### src/rtl/sram_axi_bridge.sv
// ---------------------------------------------------------------------------
// sram_axi_bridge
//   Slave end of the cache-side sram-like handshake (req/addr_ok/data_ok) and
//   single-beat AXI master toward the interconnect. Exactly one transaction
//   is outstanding; the request is captured on addr_ok and held until
//   data_ok. Read data is forwarded combinationally from the R channel.
//
// Ports
//   clk, rst                 clock, synchronous active-high reset
//   req/wr/size/addr/wdata   sram-like request (held by requester until addr_ok)
//   rdata/addr_ok/data_ok    sram-like response
//   ar*/r*                   AXI read address / read data channels
//   aw*/w*/b*                AXI write address / write data / response channels
//   bus_err                  sticky error flag
//
// Build option
//   SRAM_AXI_ERR_EN  when defined, bus_err latches any non-OKAY rresp/bresp
//                    seen on a handshake; otherwise bus_err is tied low.
// ---------------------------------------------------------------------------
module sram_axi_bridge #(
    parameter logic [3:0] AXI_ID = 4'd0
) (
    input  logic        clk,
    input  logic        rst,
    input  logic        req,
    input  logic        wr,
    input  logic [1:0]  size,
    input  logic [31:0] addr,
    input  logic [31:0] wdata,
    output logic [31:0] rdata,
    output logic        addr_ok,
    output logic        data_ok,
    output logic [3:0]  arid,
    output logic [31:0] araddr,
    output logic [7:0]  arlen,
    output logic [2:0]  arsize,
    output logic [1:0]  arburst,
    output logic [1:0]  arlock,
    output logic [3:0]  arcache,
    output logic [2:0]  arprot,
    output logic        arvalid,
    input  logic        arready,
    input  logic [3:0]  rid,
    input  logic [31:0] rdata_axi,
    input  logic [1:0]  rresp,
    input  logic        rlast,
    input  logic        rvalid,
    output logic        rready,
    output logic [3:0]  awid,
    output logic [31:0] awaddr,
    output logic [7:0]  awlen,
    output logic [2:0]  awsize,
    output logic [1:0]  awburst,
    output logic [1:0]  awlock,
    output logic [3:0]  awcache,
    output logic [2:0]  awprot,
    output logic        awvalid,
    input  logic        awready,
    output logic [3:0]  wid,
    output logic [31:0] wdata_axi,
    output logic [3:0]  wstrb,
    output logic        wlast,
    output logic        wvalid,
    input  logic        wready,
    input  logic [3:0]  bid,
    input  logic [1:0]  bresp,
    input  logic        bvalid,
    output logic        bready,
    output logic        bus_err
);

    typedef enum logic [2:0] {S_IDLE, S_AR, S_R, S_WR, S_B} state_t;

    state_t      r_state;
    state_t      w_state_next;
    // Direction is carried by the state itself, so only size/addr/wdata are kept.
    logic [1:0]  r_size;
    logic [31:0] r_addr;
    logic [31:0] r_wdata;
    logic        r_aw_done;
    logic        r_w_done;
    logic        w_aw_hs;
    logic        w_w_hs;

    always_ff @(posedge clk) begin
        if (rst) begin
            r_state   <= S_IDLE;
            r_size    <= 2'd0;
            r_addr    <= 32'd0;
            r_wdata   <= 32'd0;
            r_aw_done <= 1'b0;
            r_w_done  <= 1'b0;
        end else begin
            r_state <= w_state_next;
            if (addr_ok) begin
                r_size    <= size;
                r_addr    <= addr;
                r_wdata   <= wdata;
                r_aw_done <= 1'b0;
                r_w_done  <= 1'b0;
            end
            if (w_aw_hs) r_aw_done <= 1'b1;
            if (w_w_hs)  r_w_done  <= 1'b1;
        end
    end

    always_comb begin
        w_state_next = r_state;
        addr_ok      = 1'b0;
        data_ok      = 1'b0;
        arvalid      = 1'b0;
        rready       = 1'b0;
        awvalid      = 1'b0;
        wvalid       = 1'b0;
        bready       = 1'b0;
        w_aw_hs      = 1'b0;
        w_w_hs       = 1'b0;
        case (r_state)
            S_IDLE: begin
                addr_ok = req & ~rst;
                if (addr_ok) w_state_next = wr ? S_WR : S_AR;
            end
            S_AR: begin
                arvalid = 1'b1;
                if (arready) w_state_next = S_R;
            end
            S_R: begin
                rready = 1'b1;
                if (rvalid) begin
                    // A response landing in the reset cycle belongs to an
                    // abandoned transaction and must not be reported.
                    data_ok      = ~rst;
                    w_state_next = S_IDLE;
                end
            end
            S_WR: begin
                awvalid = ~r_aw_done;
                wvalid  = ~r_w_done;
                w_aw_hs = awvalid & awready;
                w_w_hs  = wvalid & wready;
                // Both channels may complete in the same cycle, so the current
                // handshakes count alongside the recorded ones.
                if ((r_aw_done | w_aw_hs) && (r_w_done | w_w_hs)) w_state_next = S_B;
            end
            S_B: begin
                bready = 1'b1;
                if (bvalid) begin
                    data_ok      = ~rst;
                    w_state_next = S_IDLE;
                end
            end
            default: w_state_next = S_IDLE;
        endcase
    end

    always_comb begin
        case (r_size)
            2'd0:    wstrb = 4'b0001 << r_addr[1:0];
            2'd1:    wstrb = 4'b0011 << r_addr[1:0];
            default: wstrb = 4'b1111;
        endcase
    end

    assign rdata     = rdata_axi;

    assign arid      = AXI_ID;
    assign araddr    = r_addr;
    assign arlen     = 8'd0;
    assign arsize    = {1'b0, r_size};
    assign arburst   = 2'b01;
    assign arlock    = 2'd0;
    assign arcache   = 4'd0;
    assign arprot    = 3'd0;

    assign awid      = AXI_ID;
    assign awaddr    = r_addr;
    assign awlen     = 8'd0;
    assign awsize    = {1'b0, r_size};
    assign awburst   = 2'b01;
    assign awlock    = 2'd0;
    assign awcache   = 4'd0;
    assign awprot    = 3'd0;

    assign wid       = AXI_ID;
    assign wdata_axi = r_wdata;
    assign wlast     = 1'b1;

`ifdef SRAM_AXI_ERR_EN
    logic r_bus_err;
    logic w_unused;

    always_ff @(posedge clk) begin
        if (rst) begin
            r_bus_err <= 1'b0;
        end else if ((rready && rvalid && (rresp != 2'b00)) ||
                     (bready && bvalid && (bresp != 2'b00))) begin
            r_bus_err <= 1'b1;
        end
    end

    assign bus_err  = r_bus_err;
    // IDs and rlast carry no information with a single outstanding beat.
    assign w_unused = ^{rid, bid, rlast};
`else
    logic w_unused;

    assign bus_err  = 1'b0;
    assign w_unused = ^{rid, bid, rlast, rresp, bresp};
`endif

endmodule
### config.mk
export PLATFORM = sky130hd
export DESIGN_NAME = sram_axi_bridge
export DESIGN_NICKNAME = d
export VERILOG_FILES = /design/src/rtl/sram_axi_bridge.sv
export SDC_FILE = /design/constraint.sdc
export NUM_CORES = 1
export LEC_CHECK = 0
export BUFFER_PORTS_ARGS = -buffer_cell sky130_fd_sc_hd__buf_2
export CAP_MARGIN = 15
export CORE_AREA = 2 2 122 124
export DETAILED_ROUTE_END_ITERATION = 16
export DIE_AREA = 0 0 124 126
export GPL_TIMING_DRIVEN = 1
export PLACE_DENSITY = 0.7
export SLEW_MARGIN = 0
export SYNTH_ARGS = -nofsm -noshare
export SYNTH_HDL_FRONTEND = slang
export SYNTH_SLANG_ARGS = --single-unit
### constraint.sdc
create_clock -name clk -period 1.75 [get_ports clk]
set_input_delay 0.0875 -clock clk [delete_from_list [all_inputs] [get_ports clk]]
set_output_delay 0.0875 -clock clk [all_outputs]
set_load 0.03 [all_outputs]
# Word-level counts from Yosys, hierarchy flattened
# Index checks and enable logic that the tools add are counted.
# word_totals
word_cells,54
out_inout_bits,197
in_bits,120
ff_bits,71
# op_classes
bitwise_logic,8
shifts,2
reduce_logical,6
eq_ne,10
n_mux,22
# ops
cell,count
$mux 3,5
$pmux 3 s5,1
$mux 1,13
$ne 2x2->1 const B,5
$pmux 4 s2,1
$eq 3x2->1 const B,2
$reduce_and 5->1,1
$reduce_bool 2->1,2
$shl 1x2->4 const A,1
$shl 2x2->4 const A,1
$and 1x1->1,3
$eq 3x1->1 const B,1
$eq 3x3->1 const B,1
$logic_not 3->1,1
$not 1->1,3
$eq 2x1->1 const B,1
$logic_not 2->1,1
$mux 2,1
$or 1x1->1,2
$pmux 1 s2,1
$logic_and 1x1->1,1

# Depth between registers and ports, before layout
# depth
word_depth,6
depth_mapped,6
depth_no_buf,3

# Worst setup path after synthesis
# No wires, ideal clock.
# synth_timing
kind,reg-to-output
startpoint,register r_state[0]
endpoint,output port data_ok
slack_ps,-279
t_arrival_ps,1941
stages_incl_launch_ff,5
path_buffers,1
t_required_ps,1662
cell_sequence,dfxtp_1 buf_2 nor3b_1 a22oi_1 nor2_1
# synth_between
elab_chain_cells,2
word_cells_on_any_way,3
cone_classes,eq/ne (2); mux (1)
# synth_rtl
element,line,source
from (decl),74,state_t r_state;
from (signal assigned),94,r_state <= w_state_next;
$eq 3x3->1 / $eq 3x2->1 (equally long branches),118,case (r_state)
$pmux 1 s2 *,118,
to (decl),32,"output logic data_ok,"
# Mark *: on every way between the ends. The rest lies on a longest branch, timed or not.

# Worst setup path after layout
# layout_timing
startpoint,register r_state[1]
endpoint,register r_addr[5] (netlist: araddr[5])
# layout_between
elab_chain_cells,2
# layout_rtl
element,line,source
$logic_not 3->1,118,
$mux 1,118,
to (signal assigned),97,r_addr <= addr;
to (decl),78,logic [31:0] r_addr;
# No other way between the ends.
# A chain may end at the register's enable or synchronous reset.

==> results.md <==
- CTS tree: yes
- Ys Warns: 0
- First-pass DRT Iterations: 4
- Share of the clock period used by the worst path: 102%
- Final Hold Viols: 0
- Clk root buf: clkbuf_16
- Area grow syn2layout: 40.1%
- Crit path launch type: flop
- Failing checks: setup timing
- First-pass GRT wire length: between 10000 and 15000 um
- Synthesized-area fraction occupied by adder cells: 0%
- Core area: approximately 14000 um2
- Nets: ~700
- Mapped Avg Cell Area: 10.5 um2
- CP Capture Type: flop
- Fin util: ~39%
- Share of cells above drive strength 1: ~50%
- Pleak: between 2 and 3 nW
- Top cells by area, synth: dfxtp_1 (36%), buf_4 (23%), mux2_4 (11%), mux2_2 (10%), nor2b_1 (10%)
- Number of flops mapped to enable cells by yosys: 0
- IO Port Bufs: between 150 and 200
- Seq cells post-synth: 71
- Antenna Cells: 0
- Critical Path RT: 1.97 ns
- GRT overflow: 0
- Peak supply drop: 499 uV
- Clock Skew: 0.00470 ns
- WL final: ~10000 um
- Clk buf depth: 2
- Post-Synth Simple-Gate Area: ~14%
- Commonest cells post-synth: buf_4 (123), dfxtp_1 (71), nor2b_1 (65)
- Min Clock Period, post-route: 1.79 ns
- Fraction of registers with async set/reset: 0%
- CP arrival: 2.01 ns
- Pre-CTS setup slack: 0.00905 ns
- DRC viols: 0
- Fmax: around 560 MHz
- Outcome: finished, violations left
- Cts bufs inserted: 9
- Post-synth top area cell: dfxtp_1
- Final RePlAce weighted congestion: between 0.7 and 0.8
- Synth Area in Compound Gates: under 10%
- Pwr Density: between 1000 and 1500 nW/um2
- Clock sinks: 71
- Final setup vio count: 45
- Worst-path clk slew: around 0.06 ns
- Via Count: roughly 3000
- Die X: around 120 um
- Top cell type's share of synthesized area: between 30% and 40%
- Crit path from: r_state[1]
- Vias per std cell: about 3.9
- Total of max-cap violations: 0
- Initial antenna violation count: 0
- Unrepaired setup endpoints after global routing: yes
- Fill cells: between 1000 and 1500
- Initial core utilization: between 20% and 30%
- Post-Syn Area: approximately 4000 um2
- Worst min path class: in -> reg
- Final Worst Setup Slack: -0.0384 ns
- Wire per inst: roughly 13 um
- Die Area: 15600 um2
- Sequential share of the synthesized area: between 30% and 40%
- Post-detailed-route count of antenna-violating nets: 0
- Worst-path fanout max: 14
- Top-count cell post-synth: buf_4
- Slew Viols, Final: 0
- Cells after synthesis: approximately 380
- Kind of critical path: reg -> reg
- Yosys cell types: 27
- Vias in the first global route: between 2000 and 3000
- DR iter-0 viols: 70
- Mux cell area share after synthesis: 21.4%
- Main synth FF type: dfxtp_1
- IO Pins: 317
- GRT Total Usage: 12.2%
- Largest net degree at the start of global routing: 28
- Synth Area in XOR/XNOR: 0%
- H-Tree Depth: 3
- Rows: between 40 and 50
- HP Start: wready
- Dpl hpwl: 6620 um
- Clk_lat worst skew: 0.33 ns
- Main combinational cell family by area after synthesis: buffers and inverters
- Critical R2R Launch: r_state[1]
- Die Y: roughly 130 um
==> path summary, 6_finish.rpt <==
check                            endpoint  slack (ns)  cells past startpoint
worst max-delay path            araddr[5]       -0.04                      5
worst min-delay path             r_w_done        0.03                      3
worst max register to register  araddr[5]       -0.04                      5
worst min register to register   r_w_done        0.51                      2
==> cells in the final DEF (no fill, tap or decap) <==
cell	netlist	final
or4b_4	1	1
dfxtp_1	71	70
bufinv_16	0	2
nand2_1	1	1
buf_6	0	2
buf_12	4	4
mux2_2	37	17
nor2b_1	65	65
clkinvlp_4	0	2
a21oi_1	5	5
clkbuf_1	8	1
buf_16	0	1
nor2_8	1	1
inv_1	3	3
conb_1	2	54
nand3b_1	4	4
and3b_1	1	1
buf_2	1	184
nor2_1	8	8
buf_4	123	10
o22ai_1	1	1
a2bb2oi_1	1	1
nor3b_2	0	2
dlygate4sd3_1	0	66
nor3b_1	3	1
nand2b_1	2	2
o21ai_0	3	3
a22o_1	1	1
o21bai_1	2	2
o2bb2ai_1	1	1
a211oi_1	1	1
clkbuf_16	0	10
clkinv_2	0	2
a22oi_1	2	2
dfxtp_2	0	1
mux2_4	29	49
==> layer usage <==
layer / GRT usage (%) / up-vias / part of all wire, %
met3: 3.53 / 27 / 8.2
met4: 6.81 / 0 / 2.6
met2: 20.8 / 159 / 50
li1: - / 1448 / -
met5: 0 / - / 0
met1: 13.3 / 1381 / 40
==> flip-flops by register name (all words and copies together) (netlist names) <==
| name | cells |
|---|---|
| araddr | 32 |
| r_aw_done | 1 |
| r_size | 2 |
| r_state | 3 |
| r_w_done | 1 |
| wdata_axi | 32 |
==> where the power goes <==
part | switching [W] | internal [W]
sequential | 0.000113 | 0.00179
clock | 0.000723 | 0.00124
combinational | 0.00110 | 0.000750
total | 0.00194 | 0.00379
==> stage by stage <==
| step | cell area [um2] | cells | power (W) | setup TNS [ns] | hold slack [ns] |
|---|---|---|---|---|---|
| final | 5590 | 765 | 0.00573 | -0.677 | 0.0311 |
| after CTS | 5440 | 761 | 0.00573 | -0.816 | 0.0115 |
| after floorplan | 4200 | 433 | 0.00348 | -0.335 | 0.230 |
| after global placement | 4430 | 677 | 0.00358 | 0 | 0.175 |
| after global routing | 5590 | 765 | 0.00599 | -3.13 | 0.0350 |
| after detailed placement | 4430 | 677 | 0.00359 | 0 | 0.175 |
==> critical path: stages (launching register included) <==
cell	delay, ns
dfxtp_2	0.32
or4b_4	0.57
nor2_8	0.14
buf_12	0.14
buf_12	0.16
mux2_2	0.34
==> timing repair <==
item / 4_1_cts / 5_1_grt
hold endpoints to repair: 66 / 0
endpoints found under the setup margin: 25 / 47
hold buffers: 66 / 0
resized for setup: 2 / 23
setup buffers: 2 / 3
cloned: 0 / 1
==> cell families after synthesis <==
group,after synthesis
flip-flops,71
AO/OA/AOI/OAI,17
multiplexers,66
other,2
buffers and inverters,139
AND/OR/NAND/NOR,86
==> final cells by class <==
class	count	area [um2]	share of cell area (%)
Clock inverter	6	85.1	1.52
Timing Repair Buffer	268	1810	32.4
Multi-Input combinational cell	223	1800	32.2
Tap cell	184	230	4.12
Clock buffer	10	229	4.10
Inverter	3	11.3	0.202
Sequential cell	71	1420	25.5
Note: power is estimated with default switching activity, not from simulation.
